<file path="src/rtl/osc_divider.sv">
`default_nettype none
// ============================================================================
//  Module      : osc_divider
//  Description : Sequential restoring divider that answers the per-slot
//                start/ready divide handshake of the polyphony controller.
//                One quotient bit per cycle; the result is held until the
//                next accepted start.
//  Revision    : 1.0 - initial release
// ============================================================================
module osc_divider #(
  parameter int WIDTH = 16
) (
  input  logic             clk,
  input  logic             rst,
  input  logic             start,
  input  logic [WIDTH-1:0] dividend,
  input  logic [WIDTH-1:0] divisor,
  output logic             ready,
  output logic             busy,
  output logic [WIDTH-1:0] quotient,
  output logic [WIDTH-1:0] remainder,
  output logic             div_by_zero
);

  localparam int CW = $clog2(WIDTH + 1);

  typedef enum logic [1:0] {
    S_IDLE = 2'd0,
    S_BUSY = 2'd1,
    S_DONE = 2'd2
  } state_t;

  state_t           state_q, state_d;
  logic [WIDTH-1:0] dvd_q, dvd_d;            // dividend, shifted left each step
  logic [WIDTH-1:0] dvd_orig_q, dvd_orig_d;  // dividend as latched
  logic [WIDTH-1:0] dvs_q, dvs_d;
  // After every restoring step the remainder is below the divisor, so it
  // always fits in WIDTH bits; only the shifted value needs the extra bit.
  logic [WIDTH-1:0] rem_q, rem_d;
  logic [WIDTH-1:0] quo_q, quo_d;
  logic [CW-1:0]    cnt_q, cnt_d;
  logic             dz_q, dz_d;
  logic [WIDTH-1:0] quotient_q, quotient_d;
  logic [WIDTH-1:0] remainder_q, remainder_d;
  logic             dbz_q, dbz_d;

  logic [WIDTH:0]   w_shift;
  logic [WIDTH-1:0] w_trial;
  logic             w_ge;
  logic             w_last;
  logic [WIDTH-1:0] w_rem_next;
  logic [WIDTH-1:0] w_quo_next;

  // One restoring step: shift in the next dividend bit and trial-subtract.
  always_comb begin
    w_shift    = {rem_q, dvd_q[WIDTH-1]};
    w_ge       = (w_shift >= {1'b0, dvs_q});
    // True difference is below 2^WIDTH whenever it is used, so the
    // truncated subtraction is exact.
    w_trial    = w_shift[WIDTH-1:0] - dvs_q;
    w_rem_next = w_ge ? w_trial : w_shift[WIDTH-1:0];
    w_quo_next = {quo_q[WIDTH-2:0], w_ge};
    w_last     = (cnt_q == CW'(WIDTH - 1));
  end

  // Next-state and datapath control; everything holds unless told otherwise.
  always_comb begin
    state_d     = state_q;
    dvd_d       = dvd_q;
    dvd_orig_d  = dvd_orig_q;
    dvs_d       = dvs_q;
    rem_d       = rem_q;
    quo_d       = quo_q;
    cnt_d       = cnt_q;
    dz_d        = dz_q;
    quotient_d  = quotient_q;
    remainder_d = remainder_q;
    dbz_d       = dbz_q;

    case (state_q)
      S_IDLE: begin
        if (start) begin
          dvd_d      = dividend;
          dvd_orig_d = dividend;
          dvs_d      = divisor;
          rem_d      = '0;
          quo_d      = '0;
          cnt_d      = '0;
          dz_d       = (divisor == '0);
          state_d    = S_BUSY;
        end
      end
      S_BUSY: begin
        rem_d = w_rem_next;
        quo_d = w_quo_next;
        dvd_d = {dvd_q[WIDTH-2:0], 1'b0};
        cnt_d = cnt_q + CW'(1);
        if (w_last) begin
          state_d = S_DONE;
          // Published results change only here, on entry to DONE.
          // A zero divisor gets the defined answer forced.
          quotient_d  = dz_q ? '1 : w_quo_next;
          remainder_d = dz_q ? dvd_orig_q : w_rem_next;
          dbz_d       = dz_q;
        end
      end
      S_DONE: begin
        // Single result cycle; start is deliberately ignored here.
        state_d = S_IDLE;
      end
      default: begin
        state_d = S_IDLE;
      end
    endcase
  end

  // State and datapath registers with synchronous reset.
  always_ff @(posedge clk) begin
    if (rst) begin
      state_q     <= S_IDLE;
      dvd_q       <= '0;
      dvd_orig_q  <= '0;
      dvs_q       <= '0;
      rem_q       <= '0;
      quo_q       <= '0;
      cnt_q       <= '0;
      dz_q        <= 1'b0;
      quotient_q  <= '0;
      remainder_q <= '0;
      dbz_q       <= 1'b0;
    end else begin
      state_q     <= state_d;
      dvd_q       <= dvd_d;
      dvd_orig_q  <= dvd_orig_d;
      dvs_q       <= dvs_d;
      rem_q       <= rem_d;
      quo_q       <= quo_d;
      cnt_q       <= cnt_d;
      dz_q        <= dz_d;
      quotient_q  <= quotient_d;
      remainder_q <= remainder_d;
      dbz_q       <= dbz_d;
    end
  end

  assign ready       = (state_q == S_DONE);
  assign busy        = (state_q != S_IDLE);
  assign quotient    = quotient_q;
  assign remainder   = remainder_q;
  assign div_by_zero = dbz_q;

endmodule
`default_nettype wire

</file>
<file path="config.mk">
export PLATFORM = sky130hd
export DESIGN_NAME = osc_divider
export DESIGN_NICKNAME = d
export VERILOG_FILES = /design/src/rtl/osc_divider.sv
export SDC_FILE = /design/constraint.sdc
export NUM_CORES = 1
export LEC_CHECK = 0
export CELL_PAD_IN_SITES_DETAIL_PLACEMENT = 0
export CELL_PAD_IN_SITES_GLOBAL_PLACEMENT = 2
export CORE_MARGIN = 8
export CORE_UTILIZATION = 29
export CTS_BUF_LIST = sky130_fd_sc_hd__clkbuf_8
export DETAILED_ROUTE_END_ITERATION = 6
export PLACE_DENSITY_LB_ADDON = 0.1
export REMOVE_ABC_BUFFERS = 1
export SLEW_MARGIN = 20
export SYNTH_ARGS = -nofsm -noshare
export SYNTH_HDL_FRONTEND = slang
export SYNTH_SLANG_ARGS = --single-unit
</file>
<file path="constraint.sdc">
create_clock -name clk -period 6.1 [get_ports clk]
set_input_delay 1.22 -clock clk [delete_from_list [all_inputs] [get_ports clk]]
set_output_delay 1.22 -clock clk [all_outputs]
set_load 0.005 [all_outputs]
</file>
==> impl_results.md, run 1 <==
- Rel. slew slack: 35.2%
- Grt ovf: 0
- Worst hold margin: 455 ps
- Clock root buffer: clkbuf_8
- Core Util, Final: 36.2%
- Routed len/inst: 16.6 µm
- CTS resizes: 0
- Leakage: 2.54 nW
- Total track usage: 14.7%
- Vias/cell: 5.10
- Clock slew at reported path FFs: 80 ps
- Port Buffers: 69
- Row count: 51
- Yosys warns: 0
- Worst EP required: 6470 ps
- Worst-path fanout max: 39
- Register-to-Register Path Depth: 7
- Crit path depth: 7
- Pwr dens: 394 nW/µm²
- DR vias: 5402
- RSZ-0062 raised after global routing: no
- Top_reg_cell synth: dfxtp_1
- DRC: 0
- Sum Neg Setup Slack: 0 ps
- Hold Crit Class: reg -> reg
- Outcome: completed
- Nets: 836
- Non-filler instance count after layout: 1060
- Post-Syn Area per Cell: 7.80 µm²
- Fmax: 0.343 GHz
- Design Area, Final: 7080 µm²
- Leading area contributor after synthesis: dfxtp_1
- Flops & latches, synth: 120
- 1st-pass router iterations: 5
- H-Tree Depth: 4
- Initial core utilization: 29.6%
- Placed cell area: 6620 µm²
- Most used cell, CP: or3_1
- Number of CTS-inserted buffers: 17
- Worst path bufs/invs: 1
- Slew Limit Fails: 0
- Post-synthesis cell area: 5780 µm²
- CTS tree: built
- Sink Count: 120
- Hold Buf Count CTS: 0
- Top Family by Delay on Critical Path: simple AND/OR/NAND/NOR gates
- Worst slew pin tran: 969 ps
- Layout area overhead: 22.4%
- Fill count: 2127
- Max IR drop VDD: 0.220 mV
- Global-route wire length before repair: 28700 µm
- Largest net degree at the start of global routing: 64
- Layout cells sized above 1: 7.55%
- WS Path Type: reg -> reg
- Placed cells: 1028
- Hold depth: 2
- Initial DRC Count: 290
- Register area share after synthesis: 41.5%
- GR met1 Demand/Resource: 20.5%
- Die Area: 24700 µm²
- ANT nets after route: 0
- Period utilization: 47.7%
- Vias in the first global route: 5388
- Post-synthesis cell count: 741
- Hold Vio Cnt, Final: 0
- Die Y: 157 µm
- Number of max-cap violations: 0
- Critical Path Start Type: register
- CP Capture Type: register
- WP data arrival: 3290 ps
- Max Buffers Root-to-Sink: 2
- Drt total wl: 17500 µm
- # diodes: 0
- Core Box Area: 19500 µm²
- Post-DP HPWL: 12400 µm
- Largest stage delay on the critical path: 710 ps
- Number of flops mapped to enable cells by yosys: 0
- Worst-Skew Late Latency: 440 ps
- Yosys top cell area share: 41.5%
- Crit path time final: 2910 ps
- GP Congestion: 0.831
- Clk_skew: 13.8 ps
- Final setup viols: 0
- Die W: 157 µm
- Grt met3 use: 3.48%
- Met2 Use GR: 22.3%
- Reg2reg setup slack: 3190 ps
- Initial antenna violation count: 0
- Post-CTS Setup Inserts: 0
- Top cells by area, synth: dfxtp_1, nand2_1, a21oi_1
- Yosys cell types: 58
- Top Ports: 70
- Ys async rst share: 0%
- Busiest grt layer: met2
- Worst path cell trace: and2b_1, buf_4, nand2_2, or3_1, or3_1, mux2i_1, a311o_1
- Slowest cell on the critical path: or3_1
## cells by family after synthesis
group | after synthesis | synth area share [%]
adder cells (fa/ha/maj) | 19 | 4.24
AO/OA/AOI/OAI | 195 | 22.1
buffers and inverters | 77 | 5.78
flip-flops | 120 | 41.5
AND/OR/NAND/NOR | 319 | 24.6
multiplexers | 4 | 0.693
XOR/XNOR | 7 | 1.06
## state kept, by name (all words and copies together), names as in the netlist
name         cells
dvd_orig_q      16
dvd_q           16
dvs_q           16
quotient        16
rem_q           16
remainder       16
quo_q           15
cnt_q            5
state_q          2
div_by_zero      1
dz_q             1
## metal layers
| layer | wire [µm] | share of wire (%) |
|---|---|---|
| met5 | 0 | 0 |
| met2 | 7770 | 44 |
| met4 | 120 | 0.68 |
| met3 | 718 | 4.1 |
| met1 | 8940 | 51 |
## worst register-to-register path, cell delays in order, from the launching register on
cell and delay [ps]:
dfxtp_1 330, and2b_1 180, buf_4 380, nand2_2 570, or3_1 720, or3_1 390
mux2i_1 160, a311o_1 130
## Yosys cell counts (all sizes together), types with 2 or more instances
master     n
a31o       5
a32o       3
nor4       5
a21o       7
nand2    158
o211ai    10
a311o      5
xnor2      7
nand4     12
inv       20
nor2      40
a31oi     18
nand2b     5
nand3b     2
o31ai      8
dfxtp    120
a211o      6
and2       3
clkbuf    35
a41oi      5
nor3      41
a21oi     86
o2111ai    4
a21boi     2
nand3     37
mux2i      4
o21a       4
a211oi     4
and3b      2
or3        6
and3       5
ha        18
o21ai     22
buf       22
## final cells by class
class | count | area [µm²] | share of cell area, %
repair buffers | 79 | 763 | 10.8
inverters | 20 | 75.1 | 1.06
flip-flops and latches | 120 | 2400 | 33.9
well taps | 265 | 332 | 4.68
clock inverters | 15 | 218 | 3.08
clock buffers | 17 | 234 | 3.31
multi-input cells | 544 | 3050 | 43.2
## power by group
group	internal, mW	leakage (nW)	total, mW	switching (mW)
Combinational	0.388	1.34	1.09	0.699
Sequential	0.834	0.975	0.880	0.0461
Clock	0.456	0.223	0.822	0.366
## path summary, 6_finish.rpt
path                                            startpoint                    endpoint
worst max-delay path               state_q[1]$_SDFFE_PP0P_  remainder[13]$_SDFFE_PP0P_
worst min-delay path            dvd_orig_q[7]$_SDFFE_PP0P_  dvd_orig_q[7]$_SDFFE_PP0P_
worst max register to register     state_q[1]$_SDFFE_PP0P_  remainder[13]$_SDFFE_PP0P_
worst min register to register  dvd_orig_q[7]$_SDFFE_PP0P_  dvd_orig_q[7]$_SDFFE_PP0P_
## placed cells by master, fill, tap and decap left out, types with 16 or more instances in the layout
cell type	instances
nor3_1	40
ha_1	18
nor2_1	39
dfxtp_1	120
nand2_1	157
a21oi_1	85
clkbuf_8	17
clkdlybuf4s50_1	68
o21ai_0	16
inv_1	20
a31oi_1	18
nand3_1	37
## stage by stage
stage	total power [mW]	setup WS [ps]
after global placement	1.97	2700
after global routing	2.99	2970
after CTS	2.81	3120
after detailed placement	1.98	2640
after floorplan	1.64	3110
final	2.79	3190
Note: power is estimated with default switching activity, not from simulation.
==> run 2: changes to the inputs <==
Clock period 6.1 ns to 2.4 ns, I/O delays scaled along.
==> run 2 against run 1 <==
Hold slack got worse by 92 ps. Cell count is 3.7% higher. Largest power group unchanged. Highest routed layer unchanged. First-iteration DRC count is 20% higher.
==> impl_results.md, run 2 (synthesized netlist as in run 1, its figures left out) <==
- Outcome: completed
- Die W: 157 µm
- Clock power share: 24.3%
- Total track usage: 15.2%
- # diodes: 0
- Hold Vio Cnt, Final: 0
- Worst path cell trace: ha_4, a21oi_2, o21ai_0, or2_4, o21a_4, or3_1, a31o_2
- Flop pwr share: 30.9%
- Commonest non-fill, non-tap cell in the layout: nand2_1
- Crit path time final: 2280 ps
- Largest stage delay on the critical path: 470 ps
- Initial core utilization: 29.6%
- Top Family by Delay on Critical Path: compound AO/OA/AOI/OAI gates
- H-Tree Depth: 4
- DR vias: 5522
- Hold Crit Class: in -> reg
- Slew Limit Fails: 0
- Design Area, Final: 7410 µm²
- Row count: 51
- Reg2reg setup slack: 120 ps
- Pwr dens: 984 nW/µm²
- Hold Buf Count CTS: 0
- Drt total wl: 18300 µm
- CTS tree: built
- Core Util, Final: 37.9%
- NetSw: 2.96 mW
- Max Buffers Root-to-Sink: 2
- 1st-pass router iterations: 4
- Placed cell area: 6890 µm²
- Core Box Area: 19500 µm²
- Die Y: 157 µm
- Commonest cells after routing, fill and taps aside: nand2_1, dfxtp_1, a21oi_1
- Grt ovf: 0
- Sink Count: 120
- WHS Endpoint: state_q[0]$_SDFFE_PP0P_
- Final setup viols: 0
- Worst-Skew Late Latency: 450 ps
- WS Path Type: reg -> reg
- Worst R2R End: remainder[2]$_SDFFE_PP0P_
- Initial DRC Count: 347
- GP Congestion: 0.804
- Fmax: 0.438 GHz
- Clock root buffer: clkbuf_8
- Worst slew pin tran: 526 ps
- Post-DP HPWL: 13400 µm
- Rel. slew slack: 64.6%
- P_int: 4.33 mW
- Layout area overhead: 28.2%
- Global-route wire length before repair: 29400 µm
- Top Ports: 70
- Switching share of power: 40.6%
- Leakage: 2.70 nW
- Worst path bufs/invs: 0
- ANT nets after route: 0
- Nets: 875
- Vias/cell: 5.02
- Vias in the first global route: 5483
- Hold depth: 2
- Number of CTS-inserted buffers: 17
- HP Start: rst
- Reg-to-reg startpoint: rem_q[9]$_SDFFE_PP0P_
- Die Area: 24700 µm²
- Number of max-cap violations: 0
- DRC: 0
- Initial antenna violation count: 0
- Layout cells sized above 1: 13.8%
- Register-to-Register Path Depth: 7
- Clock slew at reported path FFs: 80 ps
- Port Buffers: 69
- Worst-path fanout max: 15
- WP data arrival: 2630 ps
- Clk_skew: 11.6 ps
- CP Capture Type: register
- RSZ-0062 raised after global routing: yes
- Max IR drop VDD: 0.382 mV
- Comb power frac: 44.8%
- Critical Path Start Type: register
- Period utilization: 95.2%
- Sum Neg Setup Slack: 0 ps
- Slowest cell on the critical path: dfxtp_1
- Largest net degree at the start of global routing: 40
- Routed len/inst: 16.6 µm
- Worst EP required: 2740 ps
==> run 2: cell types whose count changed in the layout (fill, tap and decap cells not counted), sizes merged <==
cell / before / now
bufinv: 4 / 1
inv: 24 / 26
buf: 11 / 50
clkinvlp: 1 / 2
==> run 2: repair_timing <==
| item | in CTS | in global routing |
|---|---|---|
| resized for setup | 1 | 28 |
| buffers inserted | 0 | 4 |
| pin swaps | 1 | 11 |
| endpoints found under the setup margin | 2 | 30 |
==> run 2: layout make-up <==
| cell class | count | area, µm² |
|---|---|---|
| clock buffers | 17 | 234 |
| clock inverters | 15 | 141 |
| fillers | 2150 | 12100 |
| inverters | 20 | 75.1 |
| multi-input cells | 544 | 3150 |
| flip-flops and latches | 120 | 2410 |
| well taps | 265 | 332 |
| repair buffers | 118 | 1070 |
==> run 2: per-stage QoR <==
stage	instances	hold slack [ps]	setup WS, ps	total power, mW
2_1_floorplan	684	426	-261	4.18
3_3_place_gp	1063	444	-3.65	5.30
3_5_place_dp	1063	450	13.8	5.29
4_1_cts	1095	339	44.4	7.10
5_1_grt	1099	347	-25.1	7.81
6_report	1099	363	116	7.29
==> run 2: worst register-to-register path, stage by stage, from the launching register on <==
cell and delay [ps]:
dfxtp_1 470, ha_4 260, a21oi_2 150, o21ai_0 120
or2_4 290, o21a_4 290, or3_1 360, a31o_2 240
==> run 2: worst max-delay path by stage <==
stage	cells past startpoint	end	slack, ps	startpoint
6_report	7	remainder[2]$_SDFFE_PP0P_	120	rem_q[9]$_SDFFE_PP0P_
5_1_grt	10	remainder[14]$_SDFFE_PP0P_	-30	dvd_q[15]$_SDFFE_PP0P_
4_1_cts	7	remainder[8]$_SDFFE_PP0P_	40	dvs_q[14]$_SDFFE_PP0P_
3_5_place_dp	8	remainder[2]$_SDFFE_PP0P_	10	dvs_q[12]$_SDFFE_PP0P_
3_3_place_gp	7	remainder[13]$_SDFFE_PP0P_	-4	dvs_q[14]$_SDFFE_PP0P_
2_1_floorplan	6	remainder[13]$_SDFFE_PP0P_	-260	state_q[1]$_SDFFE_PP0P_
==> run 2: metal layers <==
layer | vias up | part of all wire, % | GRT usage (%) | wire length [µm]
li1 | 2777 | - | - | -
met1 | 2646 | 50 | 20.7 | 9110
met2 | 85 | 45 | 23.6 | 8230
met3 | 14 | 4.3 | 3.87 | 794
met4 | 0 | 0.91 | 3.94 | 167
met5 | - | 0 | 0 | 0
==> run 2: power groups by stage <==
stage	sequential [mW]	combinational (mW)	clock, mW
after detailed placement	2.29	3.00	0
after global routing	2.27	3.60	1.94
final	2.25	3.26	1.77
after global placement	2.29	3.01	0
after CTS	2.24	3.03	1.83
after floorplan	2.24	1.93	0
==> run 3: changes to the inputs <==
Settings changed: CTS_CLUSTER_DIAMETER from default to 100, PLACE_DENSITY from default to 0.71, PLACE_DENSITY_LB_ADDON 0.1 to default.
==> run 3 against run 2 <==
Largest cell class unchanged. Wire length grew 3.5%. Setup slack lost 12 ps. Cell count grew 0.64%. Sequential share of layout area shrank 0.41 points. First-iteration DRC count shrank 6.9%. Core utilization grew 0.49 points. Die area is the same. Clock power grew 6%. Global-route usage grew 0.14 points.
==> impl_results.md, run 3 (synthesized netlist as in run 1, its figures left out) <==
- Top Ports: 70
- Nets: 882
- Register-to-Register Path Depth: 8
- Leakage: 2.75 nW
- FF+latch area: 2410 µm²
- Worst slew pin tran: 501 ps
- Busiest grt layer: met2
- Hold Vio Cnt, Final: 0
- Initial core utilization: 29.6%
- GP Congestion: 0.843
- Grt ovf: 0
- Global-route wire length before repair: 30000 µm
- Hold Buf Count CTS: 0
- Worst-Skew Late Latency: 440 ps
- Number of max-cap violations: 0
- WS Path Type: reg -> reg
- Clock slew at reported path FFs: 80 ps
- Sink Count: 120
- Routed len/inst: 17.1 µm
- Slew Limit Fails: 0
- Hold depth: 2
- DRC: 0
- DR vias: 5614
- Layout cells sized above 1: 15.0%
- Design Area, Final: 7500 µm²
- Die Area: 24700 µm²
- Worst path bufs/invs: 1
- WP data arrival: 2630 ps
- Clock root buffer: clkbuf_8
- Final setup viols: 0
- Max Buffers Root-to-Sink: 2
- Max IR drop VDD: 0.459 mV
- Pwr Total: 7.64 mW
- Commonest non-fill, non-tap cell in the layout: nand2_1
- Footprint of the multi-input gates: 3160 µm²
- Vias/cell: 5.08
- CTS tree: built
- Outcome: completed
- # diodes: 0
- HP Start: rst
- Port Buffers: 69
- Fmax: 0.436 GHz
- Largest net degree at the start of global routing: 54
- Crit path time final: 2300 ps
- Commonest cells after routing, fill and taps aside: nand2_1, dfxtp_1, a21oi_1
- Worst hold margin: 392 ps
- Core Box Area: 19500 µm²
- Drt total wl: 18900 µm
- Worst EP required: 2740 ps
- Placed cell area: 6940 µm²
- Vias in the first global route: 5521
- Rel. slew slack: 66.2%
- Worst R2R End: remainder[2]$_SDFFE_PP0P_
- Non-filler instance count after layout: 1106
- Placed cells: 1067
- Met2 Use GR: 24.1%
- GR met1 Demand/Resource: 20.8%
- WHS Endpoint: dvd_orig_q[4]$_SDFFE_PP0P_
- Die W: 157 µm
- Total track usage: 15.4%
- Row count: 51
- Hold Crit Class: in -> reg
- Layout area overhead: 29.8%
- Largest stage delay on the critical path: 350 ps
- Post-DP HPWL: 13600 µm
- H-Tree Depth: 4
- Grt met3 use: 3.24%
- Initial DRC Count: 323
- Number of CTS-inserted buffers: 17
- CP Capture Type: register
- ANT nets after route: 0
- Clk_skew: 11.4 ps
- Top Family by Delay on Critical Path: compound AO/OA/AOI/OAI gates
- Reg-to-reg startpoint: dvs_q[10]$_SDFFE_PP0P_
- Critical Path Start Type: register
- Initial antenna violation count: 0
- Pwr dens: 1020 nW/µm²
- Fill count: 2108
- Die Y: 157 µm
- 1st-pass router iterations: 4
- RSZ-0062 raised after global routing: yes
- Period utilization: 95.7%
- Worst path cell trace: inv_1, ha_1, a21oi_2, o21ai_0, or2_4, o21a_4, or3_1, a31o_2
- Worst-path fanout max: 8
- Slowest cell on the critical path: ha_1
- Reg2reg setup slack: 100 ps
- Sum Neg Setup Slack: 0 ps
-- run 3: cell count changes in the layout (fill, tap and decap cells not counted), sizes merged --
cell      delta
buf          +6
bufinv       +1
clkinv       +1
clkinvlp     -1
inv          -1
o21a         +1
-- run 3: layer usage --
| metal | share of wire (%) | vias up |
|---|---|---|
| met4 | 1.3 | 0 |
| li1 | - | 2794 |
| met3 | 4.5 | 18 |
| met2 | 45 | 109 |
| met1 | 49 | 2693 |
| met5 | 0 | - |
-- run 3: repair_timing --
item / 4_1_cts / 5_1_grt
setup endpoints to repair: 2 / 31
buffers inserted: 0 / 6
cloned: 0 / 1
pin swaps: 1 / 9
resized for setup: 1 / 33
-- run 3: cell type report --
cell class              count  area share, %
clock buffers              17           3.12
multi-input cells         545           42.1
repair buffers            124           15.1
inverters                  20           1.00
clock inverters            15           2.23
well taps                 265           4.42
flip-flops and latches    120           32.1
-- run 3: stage by stage --
stage | utilization (%) | worst slack, ps
5_1_grt | 38.4 | -21.9
2_1_floorplan | - | -261
3_5_place_dp | 35.5 | 0.167
4_1_cts | 37.6 | 3.88
6_report | 38.4 | 104
3_3_place_gp | 35.5 | -40.8
-- run 3: worst max-delay path by stage --
stage | startpoint | to | depth (start not counted)
final | dvs_q[10]$_SDFFE_PP0P_ | remainder[2]$_SDFFE_PP0P_ | 8
after global routing | dvd_q[15]$_SDFFE_PP0P_ | rem_q[12]$_SDFFE_PP0P_ | 11
after CTS | dvs_q[12]$_SDFFE_PP0P_ | remainder[5]$_SDFFE_PP0P_ | 8
after detailed placement | dvs_q[12]$_SDFFE_PP0P_ | quotient[0]$_SDFFE_PP0P_ | 9
after global placement | dvs_q[12]$_SDFFE_PP0P_ | quotient[0]$_SDFFE_PP0P_ | 9
after floorplan | state_q[1]$_SDFFE_PP0P_ | remainder[13]$_SDFFE_PP0P_ | 6
-- run 3: where the power goes --
part           switching [mW]  internal (mW)
logic                    2.06           1.44
registers               0.136           2.12
clock network           0.932          0.945
total                    3.12           4.51
